===== src/rtl/cpu_pkg.sv =====
// Shared definitions for the 8-bit accumulator CPU: opcodes, FSM states,
// flag bit positions, ALU operation codes and small decode helpers.
package cpu_pkg;

  localparam logic [7:0] OPCODE_NOP     = 8'h00;
  localparam logic [7:0] OPCODE_LDA_IMM = 8'h01;
  localparam logic [7:0] OPCODE_ADD_IMM = 8'h02;
  localparam logic [7:0] OPCODE_SUB_IMM = 8'h03;
  localparam logic [7:0] OPCODE_AND_IMM = 8'h04;
  localparam logic [7:0] OPCODE_OR_IMM  = 8'h05;
  localparam logic [7:0] OPCODE_XOR_IMM = 8'h06;
  localparam logic [7:0] OPCODE_NOT     = 8'h07;
  localparam logic [7:0] OPCODE_INC     = 8'h08;
  localparam logic [7:0] OPCODE_DEC     = 8'h09;
  localparam logic [7:0] OPCODE_LDX_IMM = 8'h0A;
  localparam logic [7:0] OPCODE_LDY_IMM = 8'h0B;
  localparam logic [7:0] OPCODE_LDA_ABS = 8'h10;
  localparam logic [7:0] OPCODE_STA_ABS = 8'h11;
  localparam logic [7:0] OPCODE_JMP_ABS = 8'h20;
  localparam logic [7:0] OPCODE_HLT     = 8'hFF;

  // Flag register bit indices ({V,N,Z,C} in bits 3..0)
  localparam int FLAG_C = 0;
  localparam int FLAG_Z = 1;
  localparam int FLAG_N = 2;
  localparam int FLAG_V = 3;

  typedef enum logic [2:0] {
    S_FETCH, S_OPERAND, S_ADDR_HI, S_MEM, S_HALTED
  } state_e;

  typedef enum logic [3:0] {
    ALU_PASS, ALU_ADD, ALU_SUB, ALU_AND, ALU_OR, ALU_XOR,
    ALU_NOT, ALU_INC, ALU_DEC
  } alu_op_e;

  // Map an opcode to its ALU operation; loads and non-ALU opcodes pass B.
  function automatic alu_op_e alu_op_of(input logic [7:0] opc);
    case (opc)
      OPCODE_ADD_IMM: return ALU_ADD;
      OPCODE_SUB_IMM: return ALU_SUB;
      OPCODE_AND_IMM: return ALU_AND;
      OPCODE_OR_IMM:  return ALU_OR;
      OPCODE_XOR_IMM: return ALU_XOR;
      OPCODE_NOT:     return ALU_NOT;
      OPCODE_INC:     return ALU_INC;
      OPCODE_DEC:     return ALU_DEC;
      default:        return ALU_PASS;
    endcase
  endfunction

  function automatic logic is_imm(input logic [7:0] opc);
    return (opc >= OPCODE_LDA_IMM && opc <= OPCODE_XOR_IMM) ||
           opc == OPCODE_LDX_IMM || opc == OPCODE_LDY_IMM;
  endfunction

  function automatic logic is_abs(input logic [7:0] opc);
    return opc == OPCODE_LDA_ABS || opc == OPCODE_STA_ABS ||
           opc == OPCODE_JMP_ABS;
  endfunction

  function automatic logic is_acc_implied(input logic [7:0] opc);
    return opc == OPCODE_NOT || opc == OPCODE_INC || opc == OPCODE_DEC;
  endfunction

endpackage


===== src/rtl/cpu_alu.sv =====
// Combinational 8-bit ALU. Produces result plus C/V/N/Z candidates; the
// caller decides which flags actually get committed.
module cpu_alu
  import cpu_pkg::*;
(
  input  logic [7:0] a_i,
  input  logic [7:0] b_i,
  input  alu_op_e    op_i,
  output logic [7:0] res_o,
  output logic       c_o,
  output logic       v_o,
  output logic       n_o,
  output logic       z_o
);

  logic [8:0] sum9;

  // Result and carry/overflow per operation; SUB is A + ~B + 1 so C = !borrow
  always_comb begin
    sum9  = 9'd0;
    res_o = b_i;
    c_o   = 1'b0;
    v_o   = 1'b0;
    case (op_i)
      ALU_ADD: begin
        sum9  = {1'b0, a_i} + {1'b0, b_i};
        res_o = sum9[7:0];
        c_o   = sum9[8];
        v_o   = (a_i[7] == b_i[7]) && (res_o[7] != a_i[7]);
      end
      ALU_SUB: begin
        sum9  = {1'b0, a_i} + {1'b0, ~b_i} + 9'd1;
        res_o = sum9[7:0];
        c_o   = sum9[8];
        v_o   = (a_i[7] != b_i[7]) && (res_o[7] != a_i[7]);
      end
      ALU_AND: res_o = a_i & b_i;
      ALU_OR:  res_o = a_i | b_i;
      ALU_XOR: res_o = a_i ^ b_i;
      ALU_NOT: res_o = ~a_i;
      ALU_INC: begin
        res_o = a_i + 8'd1;
        c_o   = (a_i == 8'hFF);
        v_o   = (a_i == 8'h7F);
      end
      ALU_DEC: begin
        res_o = a_i - 8'd1;
        c_o   = (a_i != 8'h00);
        v_o   = (a_i == 8'h80);
      end
      default: res_o = b_i;
    endcase
  end

  assign n_o = res_o[7];
  assign z_o = (res_o == 8'h00);

endmodule


===== src/rtl/cpu8_top.sv =====
// 8-bit accumulator CPU top: FETCH/OPERAND/ADDR_HI/MEM/HALTED sequencer,
// ACC/X/Y/PC/flags state, and the shared memory bus.
// Define CPU_ABS_MODE_EN to enable LDA/STA/JMP absolute; otherwise those
// opcodes are 1-cycle NOPs and the CPU never drives the data bus.
module cpu8_top
  import cpu_pkg::*;
(
  input  logic        clk,
  input  logic        reset,
  inout  wire  [7:0]  data_bus,
  output logic [15:0] addr_bus,
  output logic        mem_read,
  output logic        mem_write,
  output logic [7:0]  acc_out,
  output logic [15:0] pc_out,
  output logic [7:0]  flags_out,
  output logic [7:0]  x_out,
  output logic [7:0]  y_out,
  output logic        halt
);

`ifdef CPU_ABS_MODE_EN
  localparam logic ABS_EN = 1'b1;
  logic [7:0] lo_q, hi_q;
`else
  localparam logic ABS_EN = 1'b0;
`endif

  state_e      state_q;
  logic [15:0] pc_q;
  logic [7:0]  acc_q, x_q, y_q, opc_q;
  logic [3:0]  flags_q, flags_d;
  logic        halt_q;

  logic [7:0]  cur_opc, alu_res;
  logic [15:0] pc_inc;
  alu_op_e     alu_op;
  logic        alu_c, alu_v, alu_n, alu_z;

  // In FETCH the opcode is still on the bus; later states use the latch
  assign cur_opc = (state_q == S_FETCH) ? data_bus : opc_q;
  assign alu_op  = alu_op_of(cur_opc);
  assign pc_inc  = pc_q + 16'd1;

  cpu_alu u_alu (
    .a_i  (acc_q),
    .b_i  (data_bus),
    .op_i (alu_op),
    .res_o(alu_res),
    .c_o  (alu_c),
    .v_o  (alu_v),
    .n_o  (alu_n),
    .z_o  (alu_z)
  );

  // Flags after a register write: Z/N always, C for ADD/SUB, V for arith
  always_comb begin
    flags_d         = flags_q;
    flags_d[FLAG_Z] = alu_z;
    flags_d[FLAG_N] = alu_n;
    if (alu_op == ALU_ADD || alu_op == ALU_SUB)
      flags_d[FLAG_C] = alu_c;
    if (alu_op == ALU_ADD || alu_op == ALU_SUB ||
        alu_op == ALU_INC || alu_op == ALU_DEC)
      flags_d[FLAG_V] = alu_v;
  end

  // Instruction sequencer and architectural state
  always_ff @(posedge clk or posedge reset) begin
    if (reset) begin
      state_q <= S_FETCH;
      pc_q    <= 16'h0000;
      acc_q   <= 8'h00;
      x_q     <= 8'h00;
      y_q     <= 8'h00;
      opc_q   <= 8'h00;
      flags_q <= 4'h0;
      halt_q  <= 1'b0;
`ifdef CPU_ABS_MODE_EN
      lo_q    <= 8'h00;
      hi_q    <= 8'h00;
`endif
    end else begin
      case (state_q)
        S_FETCH: begin
          opc_q <= data_bus;
          pc_q  <= pc_inc;
          if (data_bus == OPCODE_HLT) begin
            halt_q  <= 1'b1;
            state_q <= S_HALTED;
          end else if (is_imm(data_bus) || (ABS_EN && is_abs(data_bus))) begin
            state_q <= S_OPERAND;
          end else if (is_acc_implied(data_bus)) begin
            acc_q   <= alu_res;
            flags_q <= flags_d;
          end
        end
        S_OPERAND: begin
          pc_q <= pc_inc;
          if (is_imm(opc_q)) begin
            state_q <= S_FETCH;
            flags_q <= flags_d;
            case (opc_q)
              OPCODE_LDX_IMM: x_q   <= alu_res;
              OPCODE_LDY_IMM: y_q   <= alu_res;
              default:        acc_q <= alu_res;
            endcase
          end else begin
`ifdef CPU_ABS_MODE_EN
            lo_q    <= data_bus;
            state_q <= S_ADDR_HI;
`else
            state_q <= S_FETCH;
`endif
          end
        end
`ifdef CPU_ABS_MODE_EN
        S_ADDR_HI: begin
          hi_q <= data_bus;
          if (opc_q == OPCODE_JMP_ABS) begin
            pc_q    <= {data_bus, lo_q};
            state_q <= S_FETCH;
          end else begin
            pc_q    <= pc_inc;
            state_q <= S_MEM;
          end
        end
        S_MEM: begin
          if (opc_q == OPCODE_LDA_ABS) begin
            acc_q   <= alu_res;
            flags_q <= flags_d;
          end
          state_q <= S_FETCH;
        end
`endif
        S_HALTED: state_q <= S_HALTED;
        default:  state_q <= S_FETCH;
      endcase
    end
  end

  // Bus strobes/address decode; all quiet while reset is held
  always_comb begin
    addr_bus  = 16'h0000;
    mem_read  = 1'b0;
    mem_write = 1'b0;
    if (!reset) begin
      case (state_q)
        S_FETCH, S_OPERAND, S_ADDR_HI: begin
          addr_bus = pc_q;
          mem_read = 1'b1;
        end
`ifdef CPU_ABS_MODE_EN
        S_MEM: begin
          addr_bus  = {hi_q, lo_q};
          mem_read  = (opc_q == OPCODE_LDA_ABS);
          mem_write = (opc_q == OPCODE_STA_ABS);
        end
`endif
        default: ;
      endcase
    end
  end

`ifdef CPU_ABS_MODE_EN
  assign data_bus = mem_write ? acc_q : 8'hzz;
`else
  assign data_bus = 8'hzz;
`endif

  assign acc_out   = acc_q;
  assign pc_out    = pc_q;
  assign flags_out = {4'b0000, flags_q};
  assign x_out     = x_q;
  assign y_out     = y_q;
  assign halt      = halt_q;

endmodule


===== config.mk =====
export PLATFORM = sky130hd
export DESIGN_NAME = cpu8_top
export DESIGN_NICKNAME = d
export VERILOG_FILES = /design/src/rtl/cpu_pkg.sv /design/src/rtl/cpu_alu.sv /design/src/rtl/cpu8_top.sv
export SDC_FILE = /design/constraint.sdc
export NUM_CORES = 1
export LEC_CHECK = 0
export CORE_AREA = 2 2 60 62
export DETAILED_ROUTE_END_ITERATION = 6
export DIE_AREA = 0 0 62 64
export PLACE_DENSITY_LB_ADDON = 0.1
export SLEW_MARGIN = 0
export SYNTH_ARGS = -nofsm -noshare
export SYNTH_HDL_FRONTEND = slang
export SYNTH_SLANG_ARGS = --single-unit

===== constraint.sdc =====
create_clock -name clk -period 1.7 [get_ports clk]
set_clock_uncertainty 0.15 [all_clocks]
set_input_delay 0.17 -clock clk [delete_from_list [all_inputs] [get_ports clk]]
set_output_delay 0.17 -clock clk [all_outputs]
set_load 0.005 [all_outputs]

==> flow_metrics.env, run 1 <==
export IMPL_synth_compound_area_frac=0
export IMPL_cp_start_kind="register"
export IMPL_start_util=0.335
export IMPL_cts_root_buffer_cell="clkbuf_4"
export IMPL_ys_seq_area_frac=0.364
export IMPL_drv_slew=0
export IMPL_gp_congestion=0.687
export IMPL_first_global_vias=818
export IMPL_leakage_nw=0.920
export IMPL_syn_cell_area_mm2=0.00110
export IMPL_largest_reg_flops=16
export IMPL_final_cell_mix="42 x conb_1, 30 x buf_4, 22 x clkdlybuf4s50_1"
export IMPL_synth_cells=119
export IMPL_cts_tree="done"
export IMPL_io_pins=77
export IMPL_cts_sinks=16
export IMPL_clock_insertion_delay_worst_skew_ns=0.30
export IMPL_finalCriticalPeriod_ns=1.63
export IMPL_synth_simple_area_share=0.206
export IMPL_cp_data_arrival_time_ns=1.31
export IMPL_grt_usage=0.127
export IMPL_syn_to_final_growth_pct=48.8
export IMPL_status="finished, final reports clean"
export IMPL_yosysUniqueCellTypes=17
export IMPL_yosys_area_share_adder=0.0114
export IMPL_synth_xor_xnor_area_share=0.111
export IMPL_die_area_mm2=0.00397
export IMPL_final_common_cell="conb_1"
export IMPL_yosys_register_bits=16
export IMPL_portBuffers=34
export IMPL_utilization=0.498
export IMPL_route_vias_total=917
export IMPL_synth_top_family_by_area="buffers and inverters"
export IMPL_wl_mm=2.41
export IMPL_crit_type="register to output pin"
export IMPL_dp_hpwl_mm=1.68
export IMPL_cap_violations=0
export IMPL_diodes=0
export IMPL_reg2reg_slack_ns=0.17
export IMPL_drtIter0Drc=16
export IMPL_setup_viol=0
export IMPL_clk_pin_slew_ns=0.11
export IMPL_hold_ws_ns=0.0433
export IMPL_rr_endpoint="pc_out[10]"
export IMPL_p_per_area_mw_per_mm2=427
export IMPL_wl_per_cell_um=10.4
export IMPL_fp_row_count=21
export IMPL_cp_max_fo=5
export IMPL_grt_antenna_before_repair=0
export IMPL_htree_levels=1
export IMPL_hold_class="input port to async pin"
export IMPL_crit_required_ns=1.38
export IMPL_synth_area_per_cell_um2=9.24
export IMPL_timing_rr_start="pc_out[1]"
export IMPL_crit_path_end_kind="output pin"
export IMPL_core_mm2=0.00328
export IMPL_rsz0062_at_grt="false"
export IMPL_grt_pass1_wl_mm=3.73
export IMPL_max_freq_mhz=614
export IMPL_r2r_worst_path_cells=6
export IMPL_postRouteAntennaNets=0
export IMPL_die_width_um=62
export IMPL_layout_drive_gt1_share=0.246
export IMPL_post_route_drc_count=0
export IMPL_ir_drop_uv=223
export IMPL_fillers=315
export IMPL_die_h_um=64
export IMPL_first_pass_iters=3
export IMPL_vias_per_cell=3.94
export IMPL_cts_made_buffers=3
export IMPL_finalHoldViolCount=0
export IMPL_yosys_warnings=24
export IMPL_post_route_period_util=0.957
export IMPL_grt_overflow=0
export IMPL_grt_start_max_net_pins=17
export IMPL_muxShareOfSynthArea=0
export IMPL_max_clock_path_buffers=2
export IMPL_nets=191
## report_power, final
| group | internal, mW | switching [mW] | leakage (nW) |
|---|---|---|---|
| Clock | 0.131 | 0.132 | 0.0210 |
| Combinational | 0.0147 | 0.0411 | 0.695 |
| Sequential | 0.380 | 0 | 0.203 |
| Total | 0.526 | 0.173 | 0.920 |
## routing by layer
layer,wire length (um),GRT usage,up-vias
li1,-,-,436
met1,926,0.149,434
met2,1300,0.219,43
met3,160,0.0202,4
met4,30,0.0559,0
met5,0,0,-
## logic make-up after synthesis
group / after synthesis
buffers and inverters: 47
AND/OR/NAND/NOR: 40
flip-flops: 16
XOR/XNOR: 14
adder cells (fa/ha/maj): 1
other: 1
## critical path, stage by stage, from the launching register on
cell and delay [ns]:
dfrtp_1 0.37, buf_4 0.14, clkdlybuf4s50_1 0.50
## cells in the mapped netlist
master / instances / share of area
nor2b_1: 13 / 0.074
nand3_1: 5 / 0.023
xor2_1: 9 / 0.072
xnor2_1: 5 / 0.040
ha_1: 1 / 0.011
conb_1: 1 / 0.0034
and4_1: 1 / 0.0080
nand4_1: 4 / 0.023
nor4_1: 4 / 0.023
inv_1: 4 / 0.014
nor3_1: 3 / 0.014
dfrtp_1: 16 / 0.36
buf_4: 42 / 0.29
nand2_1: 4 / 0.014
nand4_2: 1 / 0.011
clkbuf_1: 1 / 0.0034
nor2_1: 5 / 0.017
## timing repair
item / 4_1_cts / 5_1_grt
hold buffers: 0 / 0
pin swaps: 0 / 1
endpoints found under the setup margin: 16 / 6
gates resized for setup: 17 / 6
setup buffers: 22 / 5
## worst max-delay path by stage
stage,from,end,slack (ns),cells after the start
2_1_floorplan,pc_out[0],pc_out[12],0.27,4
3_3_place_gp,reset,addr_bus[4],-0.05,4
3_5_place_dp,reset,addr_bus[7],-0.05,4
4_1_cts,pc_out[8],addr_bus[8],0.03,3
5_1_grt,pc_out[1],pc_out[1],0.009,2
6_report,pc_out[1],pc_out[1],0.07,2
## area by class of cell
class                   instances  area, um^2  share of cell area
clock buffers                   4        36.3              0.0222
inverters                       4        15.0             0.00917
flip-flops and latches         16         407               0.248
well taps                      46        57.6              0.0352
repair buffers                 66         584               0.357
multi-input cells              97         537               0.328
## metrics by stage
step                      worst slack, ns  TNS (ns)  instances  instance area [um^2]  power, mW
final                              0.0725         0        233                  1640      0.699
after global routing              0.00860         0        233                  1640      0.734
after CTS                          0.0268         0        228                  1580      0.704
after detailed placement          -0.0456    -0.138        202                  1370      0.443
after global placement            -0.0468    -0.205        202                  1370      0.442
after floorplan                     0.266         0        160                  1250      0.489
Power figures use the tool's default switching activity.
==> inputs of run 2 (changes only) <==
--- a/config.mk
+++ b/config.mk
@@ -5,6 +5,7 @@
 export SDC_FILE = /design/constraint.sdc
 export NUM_CORES = 1
 export LEC_CHECK = 0
+export ABC_CLOCK_PERIOD_IN_PS = 1700
 export CORE_AREA = 2 2 60 62
 export DETAILED_ROUTE_END_ITERATION = 6
 export DIE_AREA = 0 0 62 64
==> results of run 2 <==
Same layout as run 1: the final DEF is identical, and so are final timing and power.
==> inputs of run 3 (changes only) <==
--- a/config.mk
+++ b/config.mk
@@ -7,6 +7,7 @@
 export LEC_CHECK = 0
 export ABC_CLOCK_PERIOD_IN_PS = 1700
 export CORE_AREA = 2 2 60 62
+export CTS_CLUSTER_DIAMETER = 80
 export DETAILED_ROUTE_END_ITERATION = 6
 export DIE_AREA = 0 0 62 64
 export PLACE_DENSITY_LB_ADDON = 0.1
==> results of run 3 <==
Same layout as run 1: the final DEF is identical, and so are final timing and power.
